`config.mk`:
```
export PLATFORM = sky130hd
export DESIGN_NAME = vend_controller_flat
export DESIGN_NICKNAME = d
export VERILOG_FILES = /design/src/rtl/vend_pkg.sv /design/src/rtl/vend_controller_if.sv /design/src/rtl/change_sequencer.sv /design/src/rtl/vend_controller.sv /design/src/flat_wrapper.sv
export SDC_FILE = /design/constraint.sdc
export NUM_CORES = 1
export LEC_CHECK = 0
export ABC_AREA = 1
export CORE_ASPECT_RATIO = 1.25
export CORE_UTILIZATION = 30
export DETAILED_ROUTE_END_ITERATION = 10
export SETUP_SLACK_MARGIN = 0.02
export SYNTH_ARGS = -nofsm -noshare
export SYNTH_HDL_FRONTEND = slang
export SYNTH_SLANG_ARGS = --single-unit
```
`constraint.sdc`:
```
create_clock -name clk_i -period 2.95 [get_ports clk_i]
set_input_delay 0.4425 -clock clk_i [delete_from_list [all_inputs] [get_ports clk_i]]
set_output_delay 0.4425 -clock clk_i [all_outputs]
set_load 0.02 [all_outputs]
```
`src/rtl/vend_pkg.sv`:
```
// Shared types and constants for the vending sequencer: state encoding,
// coin values in nickels and the product price lookup.
package vend_pkg;

  typedef enum logic [1:0] {
    IDLE   = 2'd0,
    VEND   = 2'd1,
    CHANGE = 2'd2
  } state_e;

  localparam int NICKEL_V  = 1;
  localparam int DIME_V    = 2;
  localparam int QUARTER_V = 5;

  function automatic int unsigned price_of(input logic [1:0] idx,
                                           input int unsigned p0, input int unsigned p1,
                                           input int unsigned p2, input int unsigned p3);
    case (idx)
      2'd0:    return p0;
      2'd1:    return p1;
      2'd2:    return p2;
      default: return p3;
    endcase
  endfunction

endpackage

```
`src/rtl/vend_controller_if.sv`:
```
// Front-end, dispenser and hopper signals of the vending controller.
// The slave modport is the controller's view, master is the environment's.
interface vend_controller_if #(parameter int CREDIT_W = 6);
  logic                nickle_i, dime_i, quarter_i;
  logic [3:0]          sel_i;
  logic                cancel_i, vend_ack_i, hopper_ack_i;
  logic                vend_req_o;
  logic [1:0]          vend_sel_o;
  logic                hopper_req_o, hopper_dime_o;
  logic [CREDIT_W-1:0] credit_o;
  logic                coin_reject_o, insufficient_o, busy_o, fault_o;

  modport slave (
    input  nickle_i, dime_i, quarter_i, sel_i, cancel_i, vend_ack_i, hopper_ack_i,
    output vend_req_o, vend_sel_o, hopper_req_o, hopper_dime_o, credit_o,
           coin_reject_o, insufficient_o, busy_o, fault_o
  );

  modport master (
    output nickle_i, dime_i, quarter_i, sel_i, cancel_i, vend_ack_i, hopper_ack_i,
    input  vend_req_o, vend_sel_o, hopper_req_o, hopper_dime_o, credit_o,
           coin_reject_o, insufficient_o, busy_o, fault_o
  );
endinterface

```
`src/rtl/change_sequencer.sv`:
```
// Pays out an amount as dime/nickel pulses over the hopper req/ack handshake,
// leaving one request-low cycle between coins.
module change_sequencer #(
  parameter int CW = 6
) (
  input  logic          clk_i,
  input  logic          rst_i,
  input  logic          start_i,
  input  logic [CW-1:0] amount_i,
  input  logic          hopper_ack_i,
  output logic          hopper_req_o,
  output logic          hopper_dime_o,
  output logic          done_o,
  output logic [1:0]    dec_o
);

  logic req_q, dime_q, active_q;

  assign dec_o  = (req_q && hopper_ack_i) ? (dime_q ? 2'd2 : 2'd1) : 2'd0;
  // amount_i is the credit still owed, so the last coin is the one that clears it
  assign done_o = req_q && hopper_ack_i && (amount_i == CW'(dec_o));

  always_ff @(posedge clk_i) begin
    if (rst_i) begin
      req_q    <= 1'b0;
      dime_q   <= 1'b0;
      active_q <= 1'b0;
    end else if (start_i) begin
      active_q <= 1'b1;
      req_q    <= 1'b1;
      dime_q   <= (amount_i >= CW'(2));
    end else if (req_q) begin
      if (hopper_ack_i) begin
        req_q <= 1'b0;
        if (done_o) active_q <= 1'b0;
      end
    end else if (active_q && amount_i != '0) begin
      req_q  <= 1'b1;
      dime_q <= (amount_i >= CW'(2));
    end
  end

  assign hopper_req_o  = req_q;
  assign hopper_dime_o = dime_q;

endmodule

```
`src/rtl/vend_controller.sv`:
```
// Vending controller: credit accumulation, price check, dispenser handshake
// and change payout. Optional vend-ack timeout under `VEND_TIMEOUT_EN.
module vend_controller
  import vend_pkg::*;
#(
  parameter int CREDIT_W    = 6,
  parameter int MAX_CREDIT  = 20,
  parameter int PRICE0      = 3,
  parameter int PRICE1      = 4,
  parameter int PRICE2      = 5,
  parameter int PRICE3      = 7,
  parameter int TIMEOUT_CYC = 255
) (
  input  logic             clk_i,
  input  logic             rst_i,
  vend_controller_if.slave bus
);

  state_e              state_q;
  logic [CREDIT_W-1:0] credit_q, coin_val, sel_price, vend_price, remain, chg_amt;
  logic [CREDIT_W:0]   coin_sum;
  logic [1:0]          sel_q, sel_idx, coin_cnt, chg_dec;
  logic                vend_req_q, coin_reject_q, insufficient_q, fault_q;
  logic                in_idle, sel_onehot, cancel_ok, sel_ok, sel_afford, coin_any, coin_ok;
  logic                vend_done, vend_to, chg_start, chg_done;

  always_comb begin
    coin_val = '0;
    if (bus.nickle_i)       coin_val = CREDIT_W'(NICKEL_V);
    else if (bus.dime_i)    coin_val = CREDIT_W'(DIME_V);
    else if (bus.quarter_i) coin_val = CREDIT_W'(QUARTER_V);
  end

  always_comb begin
    case (bus.sel_i)
      4'b0010: sel_idx = 2'd1;
      4'b0100: sel_idx = 2'd2;
      4'b1000: sel_idx = 2'd3;
      default: sel_idx = 2'd0;
    endcase
  end

  assign in_idle    = (state_q == IDLE);
  assign coin_cnt   = {1'b0, bus.nickle_i} + {1'b0, bus.dime_i} + {1'b0, bus.quarter_i};
  assign coin_any   = bus.nickle_i | bus.dime_i | bus.quarter_i;
  assign coin_sum   = {1'b0, credit_q} + {1'b0, coin_val};
  assign sel_onehot = (bus.sel_i != 4'd0) && ((bus.sel_i & (bus.sel_i - 4'd1)) == 4'd0);
  assign sel_price  = CREDIT_W'(price_of(sel_idx, PRICE0, PRICE1, PRICE2, PRICE3));
  assign vend_price = CREDIT_W'(price_of(sel_q, PRICE0, PRICE1, PRICE2, PRICE3));
  assign remain     = credit_q - vend_price;

  // Priority in IDLE: cancel, then a one-hot select, then a single coin
  assign cancel_ok  = in_idle && bus.cancel_i && (credit_q != '0);
  assign sel_ok     = in_idle && !cancel_ok && sel_onehot;
  assign sel_afford = (credit_q >= sel_price);
  assign coin_ok    = in_idle && !cancel_ok && !sel_ok && (coin_cnt == 2'd1) &&
                      (coin_sum <= (CREDIT_W+1)'(MAX_CREDIT));

  assign vend_done  = (state_q == VEND) && bus.vend_ack_i;
  assign chg_start  = cancel_ok || (vend_done && remain != '0) || vend_to;
  assign chg_amt    = vend_done ? remain : credit_q;

`ifdef VEND_TIMEOUT_EN
  localparam int TW = $clog2(TIMEOUT_CYC + 1);
  logic [TW-1:0] tcnt_q;
  assign vend_to = (state_q == VEND) && !bus.vend_ack_i && (tcnt_q == TW'(TIMEOUT_CYC - 1));
`else
  logic unused_cfg;
  assign unused_cfg = ^TIMEOUT_CYC;
  assign vend_to    = 1'b0;
`endif

  change_sequencer #(.CW(CREDIT_W)) u_change (
    .clk_i        (clk_i),
    .rst_i        (rst_i),
    .start_i      (chg_start),
    .amount_i     (chg_amt),
    .hopper_ack_i (bus.hopper_ack_i),
    .hopper_req_o (bus.hopper_req_o),
    .hopper_dime_o(bus.hopper_dime_o),
    .done_o       (chg_done),
    .dec_o        (chg_dec)
  );

  always_ff @(posedge clk_i) begin
    if (rst_i) begin
      state_q        <= IDLE;
      credit_q       <= '0;
      sel_q          <= '0;
      vend_req_q     <= 1'b0;
      coin_reject_q  <= 1'b0;
      insufficient_q <= 1'b0;
      fault_q        <= 1'b0;
`ifdef VEND_TIMEOUT_EN
      tcnt_q         <= '0;
`endif
    end else begin
      coin_reject_q  <= coin_any && !coin_ok;
      insufficient_q <= sel_ok && !sel_afford;
      fault_q        <= vend_to;
      case (state_q)
        IDLE: begin
          if (cancel_ok) begin
            state_q <= CHANGE;
          end else if (sel_ok && sel_afford) begin
            state_q    <= VEND;
            sel_q      <= sel_idx;
            vend_req_q <= 1'b1;
`ifdef VEND_TIMEOUT_EN
            tcnt_q     <= '0;
`endif
          end else if (coin_ok) begin
            credit_q <= coin_sum[CREDIT_W-1:0];
          end
        end
        VEND: begin
          if (vend_done) begin
            vend_req_q <= 1'b0;
            credit_q   <= remain;
            state_q    <= (remain != '0) ? CHANGE : IDLE;
          end else if (vend_to) begin
            // no deduction: the whole credit is refunded
            vend_req_q <= 1'b0;
            state_q    <= CHANGE;
          end
`ifdef VEND_TIMEOUT_EN
          tcnt_q <= tcnt_q + TW'(1);
`endif
        end
        CHANGE: begin
          credit_q <= credit_q - CREDIT_W'(chg_dec);
          if (chg_done) state_q <= IDLE;
        end
        default: state_q <= IDLE;
      endcase
    end
  end

  assign bus.vend_req_o     = vend_req_q;
  assign bus.vend_sel_o     = sel_q;
  assign bus.credit_o       = credit_q;
  assign bus.coin_reject_o  = coin_reject_q;
  assign bus.insufficient_o = insufficient_q;
  assign bus.busy_o         = !in_idle;
  assign bus.fault_o        = fault_q;

endmodule
```
`src/flat_wrapper.sv`:
```
// flat-port wrapper written by rule: the top's interface ports become plain ports
module vend_controller_flat import vend_pkg::*;
#(
  parameter int CREDIT_W    = 6,
  parameter int MAX_CREDIT  = 20,
  parameter int PRICE0      = 3,
  parameter int PRICE1      = 4,
  parameter int PRICE2      = 5,
  parameter int PRICE3      = 7,
  parameter int TIMEOUT_CYC = 255
)
  (clk_i, rst_i, bus_nickle_i, bus_dime_i, bus_quarter_i, bus_sel_i, bus_cancel_i, bus_vend_ack_i, bus_hopper_ack_i, bus_vend_req_o, bus_vend_sel_o, bus_hopper_req_o, bus_hopper_dime_o, bus_credit_o, bus_coin_reject_o, bus_insufficient_o, bus_busy_o, bus_fault_o);
  vend_controller_if #(.CREDIT_W(CREDIT_W)) bus_i ();
  input  logic clk_i;
  input  logic rst_i;
  input wire logic [$bits(bus_i.nickle_i)-1:0] bus_nickle_i;
  input wire logic [$bits(bus_i.dime_i)-1:0] bus_dime_i;
  input wire logic [$bits(bus_i.quarter_i)-1:0] bus_quarter_i;
  input wire logic [$bits(bus_i.sel_i)-1:0] bus_sel_i;
  input wire logic [$bits(bus_i.cancel_i)-1:0] bus_cancel_i;
  input wire logic [$bits(bus_i.vend_ack_i)-1:0] bus_vend_ack_i;
  input wire logic [$bits(bus_i.hopper_ack_i)-1:0] bus_hopper_ack_i;
  output wire logic [$bits(bus_i.vend_req_o)-1:0] bus_vend_req_o;
  output wire logic [$bits(bus_i.vend_sel_o)-1:0] bus_vend_sel_o;
  output wire logic [$bits(bus_i.hopper_req_o)-1:0] bus_hopper_req_o;
  output wire logic [$bits(bus_i.hopper_dime_o)-1:0] bus_hopper_dime_o;
  output wire logic [$bits(bus_i.credit_o)-1:0] bus_credit_o;
  output wire logic [$bits(bus_i.coin_reject_o)-1:0] bus_coin_reject_o;
  output wire logic [$bits(bus_i.insufficient_o)-1:0] bus_insufficient_o;
  output wire logic [$bits(bus_i.busy_o)-1:0] bus_busy_o;
  output wire logic [$bits(bus_i.fault_o)-1:0] bus_fault_o;
  assign bus_i.nickle_i = bus_nickle_i;
  assign bus_i.dime_i = bus_dime_i;
  assign bus_i.quarter_i = bus_quarter_i;
  assign bus_i.sel_i = bus_sel_i;
  assign bus_i.cancel_i = bus_cancel_i;
  assign bus_i.vend_ack_i = bus_vend_ack_i;
  assign bus_i.hopper_ack_i = bus_hopper_ack_i;
  assign bus_vend_req_o = bus_i.vend_req_o;
  assign bus_vend_sel_o = bus_i.vend_sel_o;
  assign bus_hopper_req_o = bus_i.hopper_req_o;
  assign bus_hopper_dime_o = bus_i.hopper_dime_o;
  assign bus_credit_o = bus_i.credit_o;
  assign bus_coin_reject_o = bus_i.coin_reject_o;
  assign bus_insufficient_o = bus_i.insufficient_o;
  assign bus_busy_o = bus_i.busy_o;
  assign bus_fault_o = bus_i.fault_o;
  vend_controller #(.CREDIT_W(CREDIT_W), .MAX_CREDIT(MAX_CREDIT), .PRICE0(PRICE0), .PRICE1(PRICE1), .PRICE2(PRICE2), .PRICE3(PRICE3), .TIMEOUT_CYC(TIMEOUT_CYC)) u_core (.clk_i(clk_i), .rst_i(rst_i), .bus(bus_i));
endmodule
```
==> impl_results.md, run 1 <==
* Post-CTS Hold Fix Bufs at 0
* GRT Total Usage at 0.165
* Final wirelength at 5100 um
* Top post-synthesis cells by area: dfxtp_1, nand2_1, ha_1
* Post-CTS Resized at 0
* Status: complete, no violations
* Crit Path Max Fanout at 8
* Gate count of the mapped netlist at approximately 290
* Vias in the first global route at about 1800
* Slew Limit Fails at 0
* Unrepaired setup endpoints after global routing: false
* Clk_lat worst skew at 0.26 ns
* Most common cell after layout, fill and taps aside: nand2_1
* #FFs+latches synth at 16
* Sequential share of the synthesized area at 0.173
* Critical Path End: u_core.bus.credit_o[5]
* CTS Buffer Depth at 2
* Die extent in x at around 72 um
* Drt drc at 0
* Startpoint types: input port
* Diodes inserted at 0
* Power Density at roughly 950 nW/um^2
* Via count at 1934
* Gr ovfl total at 0
* CP Class: in2reg
* Initial Util at 0.316
* Share of cells above drive strength 1 at 0.101
* Drt wl/cell at ~13 um
* Nets at 353
* Root buffer cell: clkbuf_8
* Lkg Pwr at 1.09 nW
* CTS Buf Count at 3
* Maximum number of pins on one net before global-route repair at 12
* Routability congestion estimate from global placement at 0.889
* Layout area overhead at 22.6%
* Seq. cell area at approximately 320 um^2
* Clk sinks at 16
* Max Cap Viol at 0
* Vias per cell at 4.84
* Ys async rst share at 0
* DR iter-0 viols at 93
* Setup crit start: bus_quarter_i
* IO Pins at 27
* Synth Cell Area at roughly 1900 um^2
* Fin cells at 400
* Initial antenna violation count at 0
* DRT Pass-1 Iters at 4
* Fmax at 380 MHz
* Syn. warnings at 0
* CTS clk-pin slew, worst paths at ~0.070 ns
* TritonCTS clock tree: done
* Ys flop type: dfxtp_1
* Worst Reg-to-Reg Cells at 14
* HP Class: reg2reg
* Core area at 5860 um^2
* Number of synthesized flops with an enable pin at 0
* Syn_nets at between 300 and 400
* Commonest non-fill, non-tap cells in the layout: nand2_1, inv_1, nor2_1
* Worst path arrival time at ~2.8 ns
* Layout Skew at about 0.0041 ns
* Antenna Nets Post-Route at 0
* Area leader, netlist: dfxtp_1
* Final period util at 0.892
* Worst EP required at 3.09 ns
* Fill count at between 600 and 700
* Die Ht at approximately 90 um
* Max VDD drop at 0.000439 V
* Synth cell types at 42
* Die area at roughly 6500 um^2
* Post-placement cell count at 396
* H-Tree Depth at 1
* Max reg flops at 6
* R2r endpoint: u_core.u_change.hopper_req_o
* Yosys top cell area share at 0.173
* IO buf count at 25
* Setup crit end kind: register
* Final min period at about 2.6 ns
* Avg Inst Size Synth at ~6.4 um^2
* Worst r2r src: u_core.bus.vend_sel_o[0]
* Rows at 31
* Setup_tns at 0 ns
* Multi-input logic area at roughly 1300 um^2
* Reg2Reg Setup Slack at about 0.55 ns
* Dpl hpwl at between 4000 and 5000 um
* Setup violators final at 0
* Setup Fix Bufs, Post-CTS at 0
* Global-route wire length before repair at around 8500 um
* Final Hold Fails at 0
==> cells by family (layout without fill, tap and decap cells) <==
logic type,after synthesis,in the layout,synth area share
buffers and inverters,57,87,0.124
adder cells (fa/ha/maj),22,22,0.165
AND/OR/NAND/NOR,148,148,0.393
other,1,1,0.00203
flip-flops,16,16,0.173
XOR/XNOR,1,1,0.00473
AO/OA/AOI/OAI,43,43,0.139
==> metrics by stage <==
| step | cell area (um^2) | hold slack (ns) | setup WS, ns | power, mW | util |
|---|---|---|---|---|---|
| floorplan | 1850 | 0.440 | 0.695 | 1.51 | - |
| global placement | 2220 | 0.440 | 0.0479 | 1.95 | 0.378 |
| detailed placement | 2220 | 0.444 | 0.0447 | 1.96 | 0.378 |
| CTS | 2270 | 0.455 | 0.312 | 2.17 | 0.388 |
| global route | 2270 | 0.476 | 0.0379 | 2.37 | 0.388 |
| finish | 2270 | 0.448 | 0.318 | 2.17 | 0.388 |
==> final cells by class <==
cell class,count,share of cell area
multi-input cells,215,0.573
flip-flops and latches,16,0.141
repair buffers,30,0.127
inverters,53,0.0898
well taps,82,0.0452
clock buffers,4,0.0242
==> cells in the mapped netlist, drive strengths merged, types with 2 or more instances <==
master  number
dfxtp       16
nor2        30
ha          18
nand3       28
nor3         2
buf          3
nand2       75
a21oi       16
nand4       10
o21bai       2
o21ai       15
o21a         2
fa           4
inv         51
clkinv       2
==> how the worst min path moves through the flow <==
stage,startpoint,to,slack [ns],cells after the start
floorplan,u_core.u_change.active_q,u_core.u_change.active_q,0.44,2
global placement,u_core.bus.vend_req_o,u_core.bus.vend_req_o,0.44,2
detailed placement,u_core.bus.vend_req_o,u_core.bus.vend_req_o,0.44,2
CTS,u_core.bus.vend_req_o,u_core.bus.vend_req_o,0.46,2
global route,u_core.bus.vend_req_o,u_core.bus.vend_req_o,0.48,2
finish,u_core.bus.vend_req_o,u_core.bus.vend_req_o,0.45,2
==> critical path, stage by stage <==
cell             delay, ns
clkdlybuf4s50_1       0.47
inv_1                 0.05
o21ai_0               0.16
ha_1                  0.19
inv_1                 0.06
fa_1                  0.40
o21bai_1              0.20
nand2_1               0.09
nand2_1               0.09
inv_1                 0.04
nand2_1               0.07
nand3_2               0.11
nand2_4               0.11
nand2_4               0.09
o21ai_1               0.15
nor2_1                0.04
==> layer usage <==
metal,routed length [um],vias up,global-route usage,part of all wire
met5,0,-,0,0
met4,239,0,0.0997,0.047
met3,216,20,0.0168,0.042
met2,2510,61,0.275,0.49
met1,2140,860,0.200,0.42
li1,-,993,-,-
==> where the power goes <==
part           internal [mW]  total, mW  switching [mW]  leakage, nW
Sequential             0.289      0.365          0.0757        0.132
Clock                  0.119      0.203          0.0842       0.0288
Combinational          0.603       1.60           0.996        0.926
Total                   1.01       2.17            1.16         1.09
Note: power is estimated with default switching activity, not from simulation.
==> run 2: changes to the inputs <==
--- a/config.mk
+++ b/config.mk
@@ -9,6 +9,7 @@
 export CORE_ASPECT_RATIO = 1.25
 export CORE_UTILIZATION = 30
 export DETAILED_ROUTE_END_ITERATION = 10
+export HOLD_SLACK_MARGIN = 0.12
 export SETUP_SLACK_MARGIN = 0.02
 export SYNTH_ARGS = -nofsm -noshare
 export SYNTH_HDL_FRONTEND = slang
==> results of run 2 <==
No change in the layout: final DEF, timing and power equal those of run 1.
